`src/rtl/sifh_pkg.sv`:
```
// Shared constants for the successive-zoom dToF controller: default sizes,
// FSM state encoding and error codes.
package sifh_pkg;

    localparam int NP_DEF       = 16;
    localparam int NB_DEF       = 4;
    localparam int N_STAGES_DEF = 5;

    localparam logic [2:0] ST_IDLE = 3'd0;
    localparam logic [2:0] ST_ARM  = 3'd1;
    localparam logic [2:0] ST_ACQ  = 3'd2;
    localparam logic [2:0] ST_PEAK = 3'd3;
    localparam logic [2:0] ST_CALC = 3'd4;
    localparam logic [2:0] ST_DONE = 3'd5;
    localparam logic [2:0] ST_ERR  = 3'd6;

    typedef enum logic [1:0] {
        ERR_NONE    = 2'b00,
        ERR_NOPEAK  = 2'b01,
        ERR_TIMEOUT = 2'b10
    } sifh_err_e;

endpackage

```
`src/rtl/sifh_zoom_controller_if.sv`:
```
// Handshake and window bus between the zoom controller (master) and the
// histogram / peak-detect datapath (slave).
interface sifh_zoom_controller_if #(
    parameter int NP = sifh_pkg::NP_DEF,
    parameter int NB = sifh_pkg::NB_DEF
);
    logic          histStart;
    logic          histDone;
    logic          peakDone;
    logic          peakValid;
    logic [NB-1:0] peakCH;
    logic [NP-1:0] thMinus;
    logic [NP-1:0] thPositive;

    modport master (
        output histStart, thMinus, thPositive,
        input  histDone, peakDone, peakValid, peakCH
    );

    modport slave (
        input  histStart, thMinus, thPositive,
        output histDone, peakDone, peakValid, peakCH
    );
endinterface

```
`src/rtl/sifh_window_calc.sv`:
```
// Combinational zoom-window arithmetic: stage centre, next (clamped) window
// bounds and next span shift from the current window origin, span and peak bin.
module sifh_window_calc
    import sifh_pkg::*;
#(
    parameter int NP       = NP_DEF,
    parameter int NB       = NB_DEF,
    parameter int N_STAGES = N_STAGES_DEF,
    parameter int SW       = $clog2(NP + 1)
) (
    input  logic [NP-1:0] lo,
    input  logic [SW-1:0] s,
    input  logic [NB-1:0] k,
    input  logic [2:0]    stage,
    output logic [NP-1:0] c,
    output logic [NP-1:0] loNext,
    output logic [NP-1:0] hiNext,
    output logic [SW-1:0] sNext,
    output logic          last
);
    localparam logic [SW-1:0] NB_S       = SW'(NB);
    localparam logic [SW-1:0] ONE_S      = {{(SW-1){1'b0}}, 1'b1};
    localparam logic [NP+1:0] ONE_X      = {{(NP+1){1'b0}}, 1'b1};
    localparam logic [NP+1:0] FULL_X     = {2'b01, {NP{1'b0}}};
    localparam logic [2:0]    LAST_STAGE = 3'(N_STAGES - 1);

    logic [SW-1:0] wShift_s;
    logic [NP+1:0] binW_s, half_s, offs_s, base_s, center_s;
    logic [NP+1:0] loRaw_s, win2_s, loClamp_s, hiClamp_s;

    // Bin width, centre and slide-preserving clamp, all in NP+2 bits so
    // loRaw_s[NP+1] acts as the sign of the unclamped origin.
    always_comb begin
        wShift_s  = (s > NB_S) ? (s - NB_S) : {SW{1'b0}};
        binW_s    = ONE_X << wShift_s;
        half_s    = binW_s >> 1;
        offs_s    = {{(NP+2-NB){1'b0}}, k} * binW_s;
        base_s    = {2'b00, lo} + offs_s;
        center_s  = base_s + half_s;
        loRaw_s   = base_s - half_s;
        win2_s    = binW_s << 1;
        if (loRaw_s[NP+1]) begin
            loClamp_s = {(NP+2){1'b0}};
        end else if ((loRaw_s + win2_s) > FULL_X) begin
            loClamp_s = FULL_X - win2_s;
        end else begin
            loClamp_s = loRaw_s;
        end
        hiClamp_s = loClamp_s + win2_s - ONE_X;
        c         = center_s[NP-1:0];
        loNext    = loClamp_s[NP-1:0];
        hiNext    = hiClamp_s[NP-1:0];
        sNext     = s - NB_S + ONE_S;
        last      = (wShift_s == {SW{1'b0}}) || (stage == LAST_STAGE);
    end

endmodule

```
`src/rtl/sifh_zoom_controller.sv`:
```
// Successive-zoom dToF sequencer: arms the histogrammer per stage, narrows the
// window around each peak and reports the final time-of-flight.
// Optional per-stage watchdog: define SIFH_ZOOM_TIMEOUT_EN.
module sifh_zoom_controller
    import sifh_pkg::*;
#(
    parameter int NP             = NP_DEF,
    parameter int NB             = NB_DEF,
    parameter int N_STAGES       = N_STAGES_DEF,
    parameter int TIMEOUT_CYCLES = 1048576
) (
    input  logic                  clk,
    input  logic                  rst_n,
    input  logic                  start,
    sifh_zoom_controller_if.master hist,
    output logic [2:0]            stageIdx,
    output logic                  busy,
    output logic [NP-1:0]         tof,
    output logic                  tofValid,
    output logic [1:0]            error
);
    localparam int SW = $clog2(NP + 1);

    logic [2:0]    state_r;
    logic [NP-1:0] lo_r, thMinus_r, thPositive_r, tof_r;
    logic [SW-1:0] shift_r;
    logic [NB-1:0] peakCh_r;
    logic [2:0]    stage_r;
    logic          histStart_r, busy_r, tofValid_r;
    logic [1:0]    error_r;

    logic [NP-1:0] center_s, loNext_s, hiNext_s;
    logic [SW-1:0] sNext_s;
    logic          last_s, timeout_s;

    sifh_window_calc #(.NP(NP), .NB(NB), .N_STAGES(N_STAGES), .SW(SW)) u_calc (
        .lo     (lo_r),
        .s      (shift_r),
        .k      (peakCh_r),
        .stage  (stage_r),
        .c      (center_s),
        .loNext (loNext_s),
        .hiNext (hiNext_s),
        .sNext  (sNext_s),
        .last   (last_s)
    );

`ifdef SIFH_ZOOM_TIMEOUT_EN
    localparam int CW = $clog2(TIMEOUT_CYCLES + 1);
    logic [CW-1:0] wdCnt_r;

    // Per-stage watchdog: cleared when the stage is armed, counts while waiting.
    always_ff @(posedge clk or negedge rst_n) begin
        if (!rst_n) begin
            wdCnt_r <= {CW{1'b0}};
        end else if (state_r == ST_ARM) begin
            wdCnt_r <= {CW{1'b0}};
        end else if ((state_r == ST_ACQ) || (state_r == ST_PEAK)) begin
            wdCnt_r <= wdCnt_r + CW'(1);
        end else begin
            wdCnt_r <= wdCnt_r;
        end
    end

    assign timeout_s = ((state_r == ST_ACQ) || (state_r == ST_PEAK)) &&
                       (wdCnt_r == CW'(TIMEOUT_CYCLES - 1));
`else
    logic unusedTimeout_s;
    assign unusedTimeout_s = (TIMEOUT_CYCLES != 32'sd0);
    assign timeout_s       = 1'b0;
`endif

    // Measurement FSM with all outputs registered; histStart is raised on the
    // transition into ARM so it is high exactly during the ARM cycle.
    always_ff @(posedge clk or negedge rst_n) begin
        if (!rst_n) begin
            state_r      <= ST_IDLE;
            lo_r         <= {NP{1'b0}};
            shift_r      <= SW'(NP);
            peakCh_r     <= {NB{1'b0}};
            stage_r      <= 3'd0;
            thMinus_r    <= {NP{1'b0}};
            thPositive_r <= {NP{1'b1}};
            tof_r        <= {NP{1'b0}};
            histStart_r  <= 1'b0;
            busy_r       <= 1'b0;
            tofValid_r   <= 1'b0;
            error_r      <= ERR_NONE;
        end else begin
            histStart_r <= 1'b0;
            tofValid_r  <= 1'b0;
            case (state_r)
                ST_IDLE: begin
                    if (start) begin
                        error_r      <= ERR_NONE;
                        lo_r         <= {NP{1'b0}};
                        shift_r      <= SW'(NP);
                        stage_r      <= 3'd0;
                        thMinus_r    <= {NP{1'b0}};
                        thPositive_r <= {NP{1'b1}};
                        busy_r       <= 1'b1;
                        histStart_r  <= 1'b1;
                        state_r      <= ST_ARM;
                    end else begin
                        state_r <= ST_IDLE;
                    end
                end
                ST_ARM: state_r <= ST_ACQ;
                ST_ACQ: begin
                    if (hist.histDone) begin
                        state_r <= ST_PEAK;
                    end else if (timeout_s) begin
                        error_r <= ERR_TIMEOUT;
                        busy_r  <= 1'b0;
                        state_r <= ST_ERR;
                    end else begin
                        state_r <= ST_ACQ;
                    end
                end
                ST_PEAK: begin
                    if (hist.peakDone && !hist.peakValid) begin
                        error_r <= ERR_NOPEAK;
                        busy_r  <= 1'b0;
                        state_r <= ST_ERR;
                    end else if (hist.peakDone) begin
                        peakCh_r <= hist.peakCH;
                        state_r  <= ST_CALC;
                    end else if (timeout_s) begin
                        error_r <= ERR_TIMEOUT;
                        busy_r  <= 1'b0;
                        state_r <= ST_ERR;
                    end else begin
                        state_r <= ST_PEAK;
                    end
                end
                ST_CALC: begin
                    if (last_s) begin
                        tof_r      <= center_s;
                        tofValid_r <= 1'b1;
                        busy_r     <= 1'b0;
                        state_r    <= ST_DONE;
                    end else begin
                        lo_r         <= loNext_s;
                        shift_r      <= sNext_s;
                        stage_r      <= stage_r + 3'd1;
                        thMinus_r    <= loNext_s;
                        thPositive_r <= hiNext_s;
                        histStart_r  <= 1'b1;
                        state_r      <= ST_ARM;
                    end
                end
                ST_DONE: state_r <= ST_IDLE;
                ST_ERR:  state_r <= ST_IDLE;
                default: state_r <= ST_IDLE;
            endcase
        end
    end

    assign hist.histStart  = histStart_r;
    assign hist.thMinus    = thMinus_r;
    assign hist.thPositive = thPositive_r;
    assign stageIdx        = stage_r;
    assign busy            = busy_r;
    assign tof             = tof_r;
    assign tofValid        = tofValid_r;
    assign error           = error_r;

endmodule

```
`src/flat_wrapper.sv`:
```
// flat-port wrapper written by rule: the top's interface ports become plain ports
module sifh_zoom_controller_flat import sifh_pkg::*;
#(
    parameter int NP             = NP_DEF,
    parameter int NB             = NB_DEF,
    parameter int N_STAGES       = N_STAGES_DEF,
    parameter int TIMEOUT_CYCLES = 1048576
)
  (clk, rst_n, start, stageIdx, busy, tof, tofValid, error, hist_histStart, hist_thMinus, hist_thPositive, hist_histDone, hist_peakDone, hist_peakValid, hist_peakCH);
  sifh_zoom_controller_if #(.NP(NP), .NB(NB)) hist_i ();
  input  logic clk;
  input  logic rst_n;
  input  logic start;
  output logic [2:0] stageIdx;
  output logic busy;
  output logic [NP-1:0] tof;
  output logic tofValid;
  output logic [1:0] error;
  output wire logic [$bits(hist_i.histStart)-1:0] hist_histStart;
  output wire logic [$bits(hist_i.thMinus)-1:0] hist_thMinus;
  output wire logic [$bits(hist_i.thPositive)-1:0] hist_thPositive;
  input wire logic [$bits(hist_i.histDone)-1:0] hist_histDone;
  input wire logic [$bits(hist_i.peakDone)-1:0] hist_peakDone;
  input wire logic [$bits(hist_i.peakValid)-1:0] hist_peakValid;
  input wire logic [$bits(hist_i.peakCH)-1:0] hist_peakCH;
  assign hist_histStart = hist_i.histStart;
  assign hist_thMinus = hist_i.thMinus;
  assign hist_thPositive = hist_i.thPositive;
  assign hist_i.histDone = hist_histDone;
  assign hist_i.peakDone = hist_peakDone;
  assign hist_i.peakValid = hist_peakValid;
  assign hist_i.peakCH = hist_peakCH;
  sifh_zoom_controller #(.NP(NP), .NB(NB), .N_STAGES(N_STAGES), .TIMEOUT_CYCLES(TIMEOUT_CYCLES)) u_core (.clk(clk), .rst_n(rst_n), .start(start), .hist(hist_i), .stageIdx(stageIdx), .busy(busy), .tof(tof), .tofValid(tofValid), .error(error));
endmodule
```
`config.mk`:
```
export PLATFORM = sky130hd
export DESIGN_NAME = sifh_zoom_controller_flat
export DESIGN_NICKNAME = d
export VERILOG_FILES = /design/src/rtl/sifh_pkg.sv /design/src/rtl/sifh_zoom_controller_if.sv /design/src/rtl/sifh_window_calc.sv /design/src/rtl/sifh_zoom_controller.sv /design/src/flat_wrapper.sv
export SDC_FILE = /design/constraint.sdc
export NUM_CORES = 1
export LEC_CHECK = 0
export ABC_AREA = 1
export BUFFER_PORTS_ARGS = -buffer_cell sky130_fd_sc_hd__clkbuf_2
export CORE_MARGIN = 4
export CORE_UTILIZATION = 46
export CTS_BUF_LIST = sky130_fd_sc_hd__clkbuf_8
export DETAILED_ROUTE_END_ITERATION = 8
export GPL_TIMING_DRIVEN = 0
export PLACE_DENSITY = 0.73
export SYNTH_ARGS = -nofsm -noshare
export SYNTH_HDL_FRONTEND = slang
export SYNTH_SLANG_ARGS = --single-unit
```
`constraint.sdc`:
```
create_clock -name clk -period 11.6 [get_ports clk]
set_input_delay 0.58 -clock clk [delete_from_list [all_inputs] [get_ports clk]]
set_output_delay 0.58 -clock clk [all_outputs]
set_load 0.02 [all_outputs]
```
==> results.md, run 1 <==
- Status: completed
- Worst slew pin tran: 760 ps
- Largest net degree at the start of global routing: 52
- Yosys synthesis warning count: 0
- Final TNS setup: 0 ps
- Hold slack: around 76 ps
- Routed WL per cell: 15.6 um
- Total Routing Usage GR: 23.0%
- Synth Instances: roughly 1.2k
- Drt initial violations: 617
- Clock slew at reported path FFs: 90 ps
- Slowest stage delay, CP: between 500 and 600 ps
- Worst-skew pair later-pin latency: roughly 390 ps
- Core ar.: 19400 um2
- Fin. Hold Viols: 0
- CTS Buffer Depth: 2
- Total of fill cells in the finished design: 1896
- Final min period: around 11000 ps
- Hold Crit Class: input pin to asynchronous set/reset pin
- DR vias/cell: ~5.2
- Number of flops mapped to enable cells by yosys: 0
- DR vias: approximately 8.3k
- PortBufs: 64
- Full die area: 22000 um2
- Final Setup Violations: 0
- Count leader, synth: inv_1
- CTS Hold Bufs: 0
- Die X: around 150 um
- Setup crit end kind: register
- Crit path DAT: 11130 ps
- Area leader, netlist: ha_1
- Row count: between 50 and 60
- Slowest stage cell, crit path: fa_1
- Synthesized area: 9040 um2
- TritonCTS clock tree: built
- Most frequent CP cell: inv_1
- Synth Register Bits: 67
- Synth cell types: 57
- Share of cells above drive strength 1: between 10% and 20%
- Gr ovfl total: 0
- Fin crit share: between 90 and 100%
- DRC: 0
- Die Span Y: 148 um
- Final net count: 1478
- Worst Path Required: 11920 ps
- WS Path Type: register to register
- Max-Cap Viols: 0
- ANT nets after route: 0
- Synth Area per Inst: 7.43 um2
- Clk_skew: 17.5 ps
- Ant diodes: 0
- Post-synth top flop: dfrtp_1
- First-pass iteration count of the detailed router: 6
- Top cells by area, synth: ha_1 15%, dfrtp_1 14%, fa_1 10%, inv_1 10%, nand2_1 7.6%
- # clock sinks: 67
- Post-synth ARST share: 100%
- Hpwl dp: 20200 um
- Syn Nets: 1379
- Number of global-route vias before repair: 8126
- Synth top cells by count: 240 x inv_1, 183 x nand2_1, 127 x nor2_1, 106 x ha_1, 86 x a21oi_1
- First-pass GRT wire length: between 40000 and 50000 um
- Area growth syn-to-layout: 13.3%
- Root Driver: clkbuf_8
- Startpoint types: register
- Initial antenna violation count: 0
- Top-area cell type share of the netlist area: around 15%
- Slew margin rel.: about half
- CTS Buf Count: 9
- Post-Route WL: around 25000 um
- FMAX: 92.5 MHz
- CTS H-tree depth: 3
- I/O pins: 66
- Initial Utilization: ~47%
- Seq/Total Area, Yosys: a little under a fifth
- GP Congestion: between 0.9 and 1
- Max Slew Vio Count: 0
- CP Max Fanout: 10
-- metrics by stage --
step | cells | setup WS [ps] | instance area, um2 | utilization (%)
after global routing | 1585 | -42.3 | 10200 | 52.8
after CTS | 1562 | 3.65 | 9950 | 51.3
after floorplan | 1216 | 1740 | 9040 | -
after detailed placement | 1546 | -191 | 9720 | 50.1
after global placement | 1545 | 11.9 | 9690 | 50.0
final | 1585 | 784 | 10200 | 52.8
-- worst max-delay path, delay by kind of cell, from the launching register on --
family / cells / cell delay (ps)
adders and majority gates: 9 / 3280
AOI/OAI and AO/OA: 20 / 3210
buffers and inverters: 15 / 1720
and+or+nand+nor: 11 / 1280
xor gates and xnor gates: 4 / 790
DFF: 1 / 480
-- final timing paths --
path,depth (start not counted),from,slack [ps],to
worst max register to register,59,u_core.shift_r[2],780,u_core.hist.thPositive[14]
max in group asynchronous,2,rst_n,10920,u_core.hist.thPositive[14]
min in group clk,3,hist_peakCH[2],450,u_core.peakCh_r[2]
worst min-delay path,1,rst_n,80,u_core.tof[6]
worst min register to register,2,u_core.tof[1],490,u_core.tof[1]
worst max-delay path,59,u_core.shift_r[2],780,u_core.hist.thPositive[14]
-- registers in the layout, indices dropped and copies added (netlist names) --
| register | cells |
|---|---|
| u_core.state_r | 3 |
| u_core.stageIdx | 3 |
| u_core.peakCh_r | 4 |
| u_core.hist.histStart | 1 |
| u_core.busy | 1 |
| u_core.tofValid | 1 |
| u_core.hist.thPositive | 16 |
| u_core.error | 1 |
| u_core.tof | 16 |
| u_core.lo_r | 16 |
| u_core.shift_r | 5 |
-- placed cells by master (no fill, tap or decap), types with 9 or more instances in the layout --
master and count:
inv_1 238, nand2_1 183, nor2_1 121, ha_1 106, a21oi_1 81, clkbuf_2 63
xor2_1 57, o21ai_0 56, dfrtp_1 48, fa_1 47, nand3_1 46, buf_4 28
nand4_1 19, dfstp_2 17, nor3_1 13, o211ai_2 12, clkbuf_1 10, clkbuf_8 10
o31ai_1 9
-- cell type report --
cell class | instances | area (um2) | share of cell area [%]
clock inverters | 6 | 63.8 | 0.623
flip-flops and latches | 67 | 1700 | 16.6
plain buffers | 20 | 110 | 1.07
repair buffers | 90 | 551 | 5.37
multi-input cells | 877 | 6390 | 62.4
well taps | 265 | 332 | 3.24
clock buffers | 10 | 138 | 1.34
inverters | 250 | 958 | 9.36
-- routing by layer --
metal | wire, um | global-route usage [%]
met3 | 1500 | 3.66
met2 | 11300 | 37.5
met4 | 677 | 6.79
met1 | 11200 | 31.8
met5 | 0 | 0
-- kinds of logic (layout without fill, tap and decap cells) --
kind of cell             after synthesis  count (layout)  synth area share [%]
XOR/XNOR                              67              67                  6.49
adder cells (fa/ha/maj)              153             153                  25.1
flip-flops                            67              67                  18.8
other                                  1               1                0.0415
AO/OA/AOI/OAI                        226             226                  16.3
buffers and inverters                272             376                  11.8
AND/OR/NAND/NOR                      430             430                  21.6
-- timing repair --
action | CTS | global route
setup buffers | 0 | 25
setup endpoints to repair | 3 | 11
resized for setup | 8 | 27
cloned | 0 | 0
pin swaps | 1 | 8
Power of run 1 is not shown: default switching activity piles up to over one toggle a cycle in this logic, so the estimate is an artifact.
==> run 2, diff against run 1 <==
- BUFFER_PORTS_ARGS: -buffer_cell sky130_fd_sc_hd__clkbuf_2 -> -buffer_cell sky130_fd_sc_hd__buf_2
==> run 2 against run 1 <==
  * Clock skew hardly changed
  * Sequential share of layout area about the same
  * Critical path depth is 1 higher
  * Highest routed layer unchanged
  * Maximum frequency shrank 0.71%
  * Final area fell by 0.29%
  * Count of clock-buffer cells in the layout unchanged
  * Worst hold slack better by 210 ps
  * Via count is 1.0% higher
  * First-iteration DRC count fell by 5.3%
  * Wire length fell by 0.40%
  * Worst setup slack got worse by 77 ps
==> results.md, run 2 (synthesized netlist as in run 1, its figures left out) <==
- Startpoint types: register
- Total Routing Usage GR: 22.4% (-0.61 points)
- Slowest stage cell, crit path: fa_1
- Worst setup margin: 707 ps (-76.9 ps)
- Post-Route WL: 24600 um (-0.40%)
- GP Congestion: 0.955 (-1.5%)
- Crit Reg-Reg Endpoint: u_core.hist.thPositive[14]
- WS Path Type: register to register
- I/O pins: 66 (unchanged)
- CP Launch Point: u_core.shift_r[2]
- CTS Buf Count: 9 (unchanged)
- Clk_skew: 17.8 ps (+0.317 ps)
- Max-Cap Viols: 0 (unchanged)
- CTS Buffer Depth: 2 (unchanged)
- Reg2reg start: u_core.shift_r[2]
- Die Span Y: 148 um (unchanged)
- DRC: 0 (unchanged)
- Initial antenna violation count: 0 (unchanged)
- CP Max Fanout: 10 (unchanged)
- DR vias/cell: 5.27 (+0.89%)
- Routed WL per cell: 15.5 um (-0.53%)
- Root Driver: clkbuf_8
- Hold Crit Class: input pin to asynchronous set/reset pin
- Clock slew at reported path FFs: 90 ps (about the same)
- Most frequent cells in the layout: 237 x inv_1, 183 x nand2_1, 121 x nor2_1
- Worst setup path endpoint: u_core.hist.thPositive[14]
- Initial Utilization: 46.6% (unchanged)
- Ant diodes: 0 (unchanged)
- Most frequent CP cell: inv_1
- Drt initial violations: 584 (-5.3%)
- Setup crit end kind: register
- Row count: 51 (unchanged)
- DR vias: 8358 (+1.0%)
- Fin crit share: 93.9% (+0.66 points)
- Die X: 148 um (unchanged)
- Largest net degree at the start of global routing: 68 (+31%)
- FMAX: 91.8 MHz (-0.71%)
- Status: completed
- Final net count: 1481 (+0.20%)
- Pre-CTS setup slack: -193 ps (-1.82 ps)
- First-pass iteration count of the detailed router: 5 (-1)
- Fin. Hold Viols: 0 (unchanged)
- First-pass GRT wire length: 39500 um (-2.9%)
- Worst-skew pair later-pin latency: 390 ps (about the same)
- Commonest non-fill, non-tap cell in the layout: inv_1
- Final Setup Violations: 0 (unchanged)
- Final min period: 10890 ps (+76.9 ps)
- # placed instances: 1545 (-0.065%)
- Area growth syn-to-layout: 13.0%
- # clock sinks: 67 (unchanged)
- Full die area: 22000 um2 (unchanged)
- Slew margin rel.: 41.1% (-8.3 points)
- Hpwl dp: 20200 um (-0.11%)
- TritonCTS clock tree: built
- Number of global-route vias before repair: 7962 (-2.0%)
- CTS H-tree depth: 3 (unchanged)
- Gr ovfl total: 0 (unchanged)
- Worst Path Required: 11930 ps (about the same)
- Hold slack: 289 ps (+213 ps)
- Slowest stage delay, CP: 540 ps (about the same)
- R2R Setup Slk: 710 ps (-80 ps)
- PortBufs: 64 (unchanged)
- ANT nets after route: 0 (unchanged)
- Max Slew Vio Count: 0 (unchanged)
- Crit path DAT: 11220 ps (+90 ps)
- R2R cell count: 60 (+1.7%)
- Share of cells above drive strength 1: 17.1% (-0.026 points)
- Layout Cells excl Fill: 1587 (+0.13%)
- Core ar.: 19400 um2 (unchanged)
- Worst slew pin tran: 884 ps (+124 ps)
- CTS Hold Bufs: 0 (unchanged)
-- run 2: changes by cell type in the layout (fill, tap and decap cells not counted), sizes merged --
cell | previous run | this run
clkbuf | 84 | 20
inv | 247 | 246
bufinv | 1 | 0
clkinvlp | 4 | 5
buf | 36 | 103
-- run 2: worst max-delay path, delay by kind of cell, from the launching register on --
kind | cells | cell delay (ps)
simple gates | 11 | 1420
fa+ha+maj | 9 | 3230
flops | 1 | 480
xor+xnor | 4 | 660
compound gates | 21 | 3310
buf+inv | 15 | 1710
-- run 2: routing by layer --
layer  wire (um)  track usage, %  share of wire (%)
met1       11300            30.4                 46
met2       11200            36.7                 46
met3        1340            4.36                5.4
met4         677            6.33                2.8
met5           0               0                  0
-- run 2: final cells by class --
cell class	count	area [um2]
fill	1869	9180
multi-input combinational	877	6380
sequential	67	1700
inverter	250	961
timing repair buffer	93	553
tap	265	332
clock buffer	10	138
buffer	20	114
clock inverter	5	37.5
-- run 2: worst min path at each step --
stage | to | slack [ps] | cells past startpoint
finish | u_core.tof[6] | 290 | 1
global route | u_core.tof[6] | 360 | 1
CTS | u_core.tof[6] | 320 | 1
detailed placement | u_core.tof[3] | 470 | 2
global placement | u_core.tof[14] | 460 | 2
floorplan | u_core.busy | 280 | 0
-- run 2: metrics by stage --
step	area (um2)	setup TNS [ps]	util, %
detailed placement	9690	-291	50.0
global placement	9690	0	50.0
CTS	9880	0	50.9
finish	10200	0	52.7
global route	10200	-65.2	52.7
floorplan	9040	0	-
-- run 2: what timing repair did --
action                                  CTS  global route
endpoints found under the setup margin    3            10
buffers inserted                          0            29
cloned                                    0             0
gates resized for setup                   5            29
pin swaps                                 1             9
Power of run 2 is left out for the same reason.
==> run 3, diff against run 2 <==
- SYNTH_HIERARCHICAL: not set -> 1
==> run 3 against run 2 <==
  * Sequential share of layout area decreased by 0.19 points
  * Critical path depth is 3 higher
  * Via count rose by 2.6%
  * Final area rose by 1.2%
  * Count of clock-buffer cells in the layout unchanged
  * Worst setup slack got worse by 100 ps
  * First-iteration DRC count is 3.4% lower
==> results.md, run 3 <==
- Fin. Hold Viols: 0 (unchanged)
- GP Congestion: 0.938 (-1.8%)
- Count leader, synth: nand2_1
- Worst slew pin tran: 721 ps (-162 ps)
- Area growth syn-to-layout: 12.5%
- Final min period: 10990 ps (+101 ps)
- Top cells by area, synth: ha_1 14%, dfrtp_1 14%, nand2_1 12%, fa_1 10%, inv_1 8.4%
- Final Setup Violations: 0 (unchanged)
- Final net count: 1562 (+5.5%)
- Post-synth ARST share: 100% (unchanged)
- Hpwl dp: 20100 um (about the same)
- Most frequent cells in the layout: 304 x nand2_1, 202 x inv_1, 169 x nor2_1
- Number of flops mapped to enable cells by yosys: 0 (unchanged)
- Synthesized area: 9190 um2 (+1.7%)
- Setup crit end kind: register
- FF+latch area: 1700 um2 (about the same)
- First-pass GRT wire length: 40700 um (+3.1%)
- Max-Cap Viols: 0 (unchanged)
- Clk_skew: 20.6 ps (+2.76 ps)
- Root Driver: clkbuf_8
- Fin crit share: 94.8% (+0.87 points)
- Commonest non-fill, non-tap cell in the layout: nand2_1
- Yosys synthesis warning count: 6 (+6)
- Worst Path Required: 11910 ps (-20 ps)
- Worst-skew pair later-pin latency: 390 ps (about the same)
- Clock slew at reported path FFs: 100 ps (about the same)
- Post-Route WL: 24900 um (+1.2%)
- Number of global-route vias before repair: 8256 (+3.7%)
- Die Span Y: 149 um (+0.80%)
- DR vias/cell: 5.13 (-2.5%)
- Total Routing Usage GR: 22.8% (+0.38 points)
- # clock sinks: 67 (unchanged)
- DRC: 0 (unchanged)
- TritonCTS clock tree: built
- First-pass iteration count of the detailed router: 6 (+1)
- Status: completed
- Post-synth top flop: dfrtp_1
- PortBufs: 64 (unchanged)
- Row count: 51 (unchanged)
- Syn Nets: 1474 (+6.9%)
- I/O pins: 66 (unchanged)
- Initial Utilization: 46.9% (+0.33 points)
- CTS Buffer Depth: 2 (unchanged)
- Synth Area per Inst: 7.00 um2 (-5.8%)
- Hold Crit Class: input pin to asynchronous set/reset pin
- Routed WL per cell: 14.9 um (-3.9%)
- Share of cells above drive strength 1: 16.6% (-0.45 points)
- Top-area cell type share of the netlist area: 14.2% (-0.52 points)
- Synth Register Bits: 67 (unchanged)
- Ant diodes: 0 (unchanged)
- Max Slew Vio Count: 0 (unchanged)
- Pre-CTS setup slack: -207 ps (-13.6 ps)
- Most frequent CP cell: inv_1
- Multi-input gate area: 6560 um2 (+2.7%)
- Die X: 149 um (+0.80%)
- R2R Setup Slk: 610 ps (-100 ps)
- Slew margin rel.: 51.7% (+11 points)
- CP Max Fanout: 10 (unchanged)
- Slowest stage delay, CP: 550 ps (about the same)
- Total of fill cells in the finished design: 1939 (+3.7%)
- Worst setup margin: 605 ps (-101 ps)
- Crit path DAT: 11300 ps (+80 ps)
- Startpoint types: register
- Largest net degree at the start of global routing: 68 (unchanged)
- Synth top cells by count: 305 x nand2_1, 205 x inv_1, 175 x nor2_1, 104 x ha_1, 73 x a21oi_1
- Initial antenna violation count: 0 (unchanged)
- Synth Instances: 1313 (+8.0%)
- CTS H-tree depth: 3 (unchanged)
- DR vias: 8579 (+2.6%)
- WS Path Type: register to register
- CTS Hold Bufs: 0 (unchanged)
- Seq/Total Area, Yosys: 18.5% (-0.31 points)
- FMAX: 91.0 MHz (-0.92%)
- Core ar.: 19600 um2 (+0.99%)
- Gr ovfl total: 0 (unchanged)
- Final TNS setup: 0 ps (unchanged)
- Drt initial violations: 564 (-3.4%)
- Full die area: 22300 um2 (+1.6%)
- CTS Buf Count: 9 (unchanged)
- ANT nets after route: 0 (unchanged)
- Synth cell types: 47 (-18%)
- Slowest stage cell, crit path: fa_1
- Area leader, netlist: ha_1
-- run 3: per-layer routing --
metal  share of wire [%]  wire length (um)  GRT usage, %  vias to the layer above
li1                    -                 -             -                     4271
met1                  46             11400          31.6                     3999
met2                  45             11200          36.6                      258
met3                 6.0              1490          3.52                       51
met4                 2.8               702          7.55                        0
met5                   0                 0             0                        -
-- run 3: worst paths after layout --
path | from | endpoint | cells past startpoint
min reg2reg | u_core/tof[7] | u_core/tof[7] | 2
max | u_core/shift_r[2] | u_core/hist.thPositive[15] | 63
max in group asynchronous | rst_n | u_core/hist.thPositive[3] | 2
min in group clk | hist_peakCH[0] | u_core/peakCh_r[0] | 3
min | rst_n | u_core/hist.thMinus[9] | 2
max reg2reg | u_core/shift_r[2] | u_core/hist.thPositive[15] | 63
-- run 3: repair_timing --
action                                  in CTS  in global routing
endpoints found under the setup margin       3                  8
buffers inserted                             0                 14
pin swaps                                    0                  7
gates resized for setup                      3                 34
-- run 3: cells by family (layout without fill, tap and decap cells) --
family	Yosys count	count (layout)	share of synthesized area, %
XOR/XNOR	70	70	6.67
buffers and inverters	264	357	11.6
other	1	1	0.0408
adder cells (fa/ha/maj)	151	151	24.4
flip-flops	67	67	18.5
AND/OR/NAND/NOR	623	623	30.1
AO/OA/AOI/OAI	137	137	8.70
-- run 3: layout make-up --
cell class	instances	share of cell area, %
Buffer	25	1.63
Clock buffer	10	1.33
Clock inverter	6	0.908
Inverter	237	8.68
Multi-Input combinational cell	982	63.4
Sequential cell	67	16.4
Tap cell	265	3.21
Timing Repair Buffer	79	4.40
-- run 3: metrics by stage --
step / util [%] / area (um2) / instances / hold slack (ps)
after floorplan: - / 9190 / 1313 / 284
after global placement: 50.3 / 9850 / 1642 / 457
after detailed placement: 50.4 / 9880 / 1643 / 461
after CTS: 51.6 / 10100 / 1659 / 198
after global routing: 52.8 / 10300 / 1671 / 213
final: 52.8 / 10300 / 1671 / 188
-- run 3: critical path: cells and delay by family, from the launching register on --
family | cells | cell delay [ps]
flops | 1 | 400
buf+inv | 17 | 1620
fa+ha+maj | 9 | 3580
simple gates | 22 | 2290
xor+xnor | 3 | 770
compound gates | 12 | 2250
Power of run 3 is left out for the same reason.
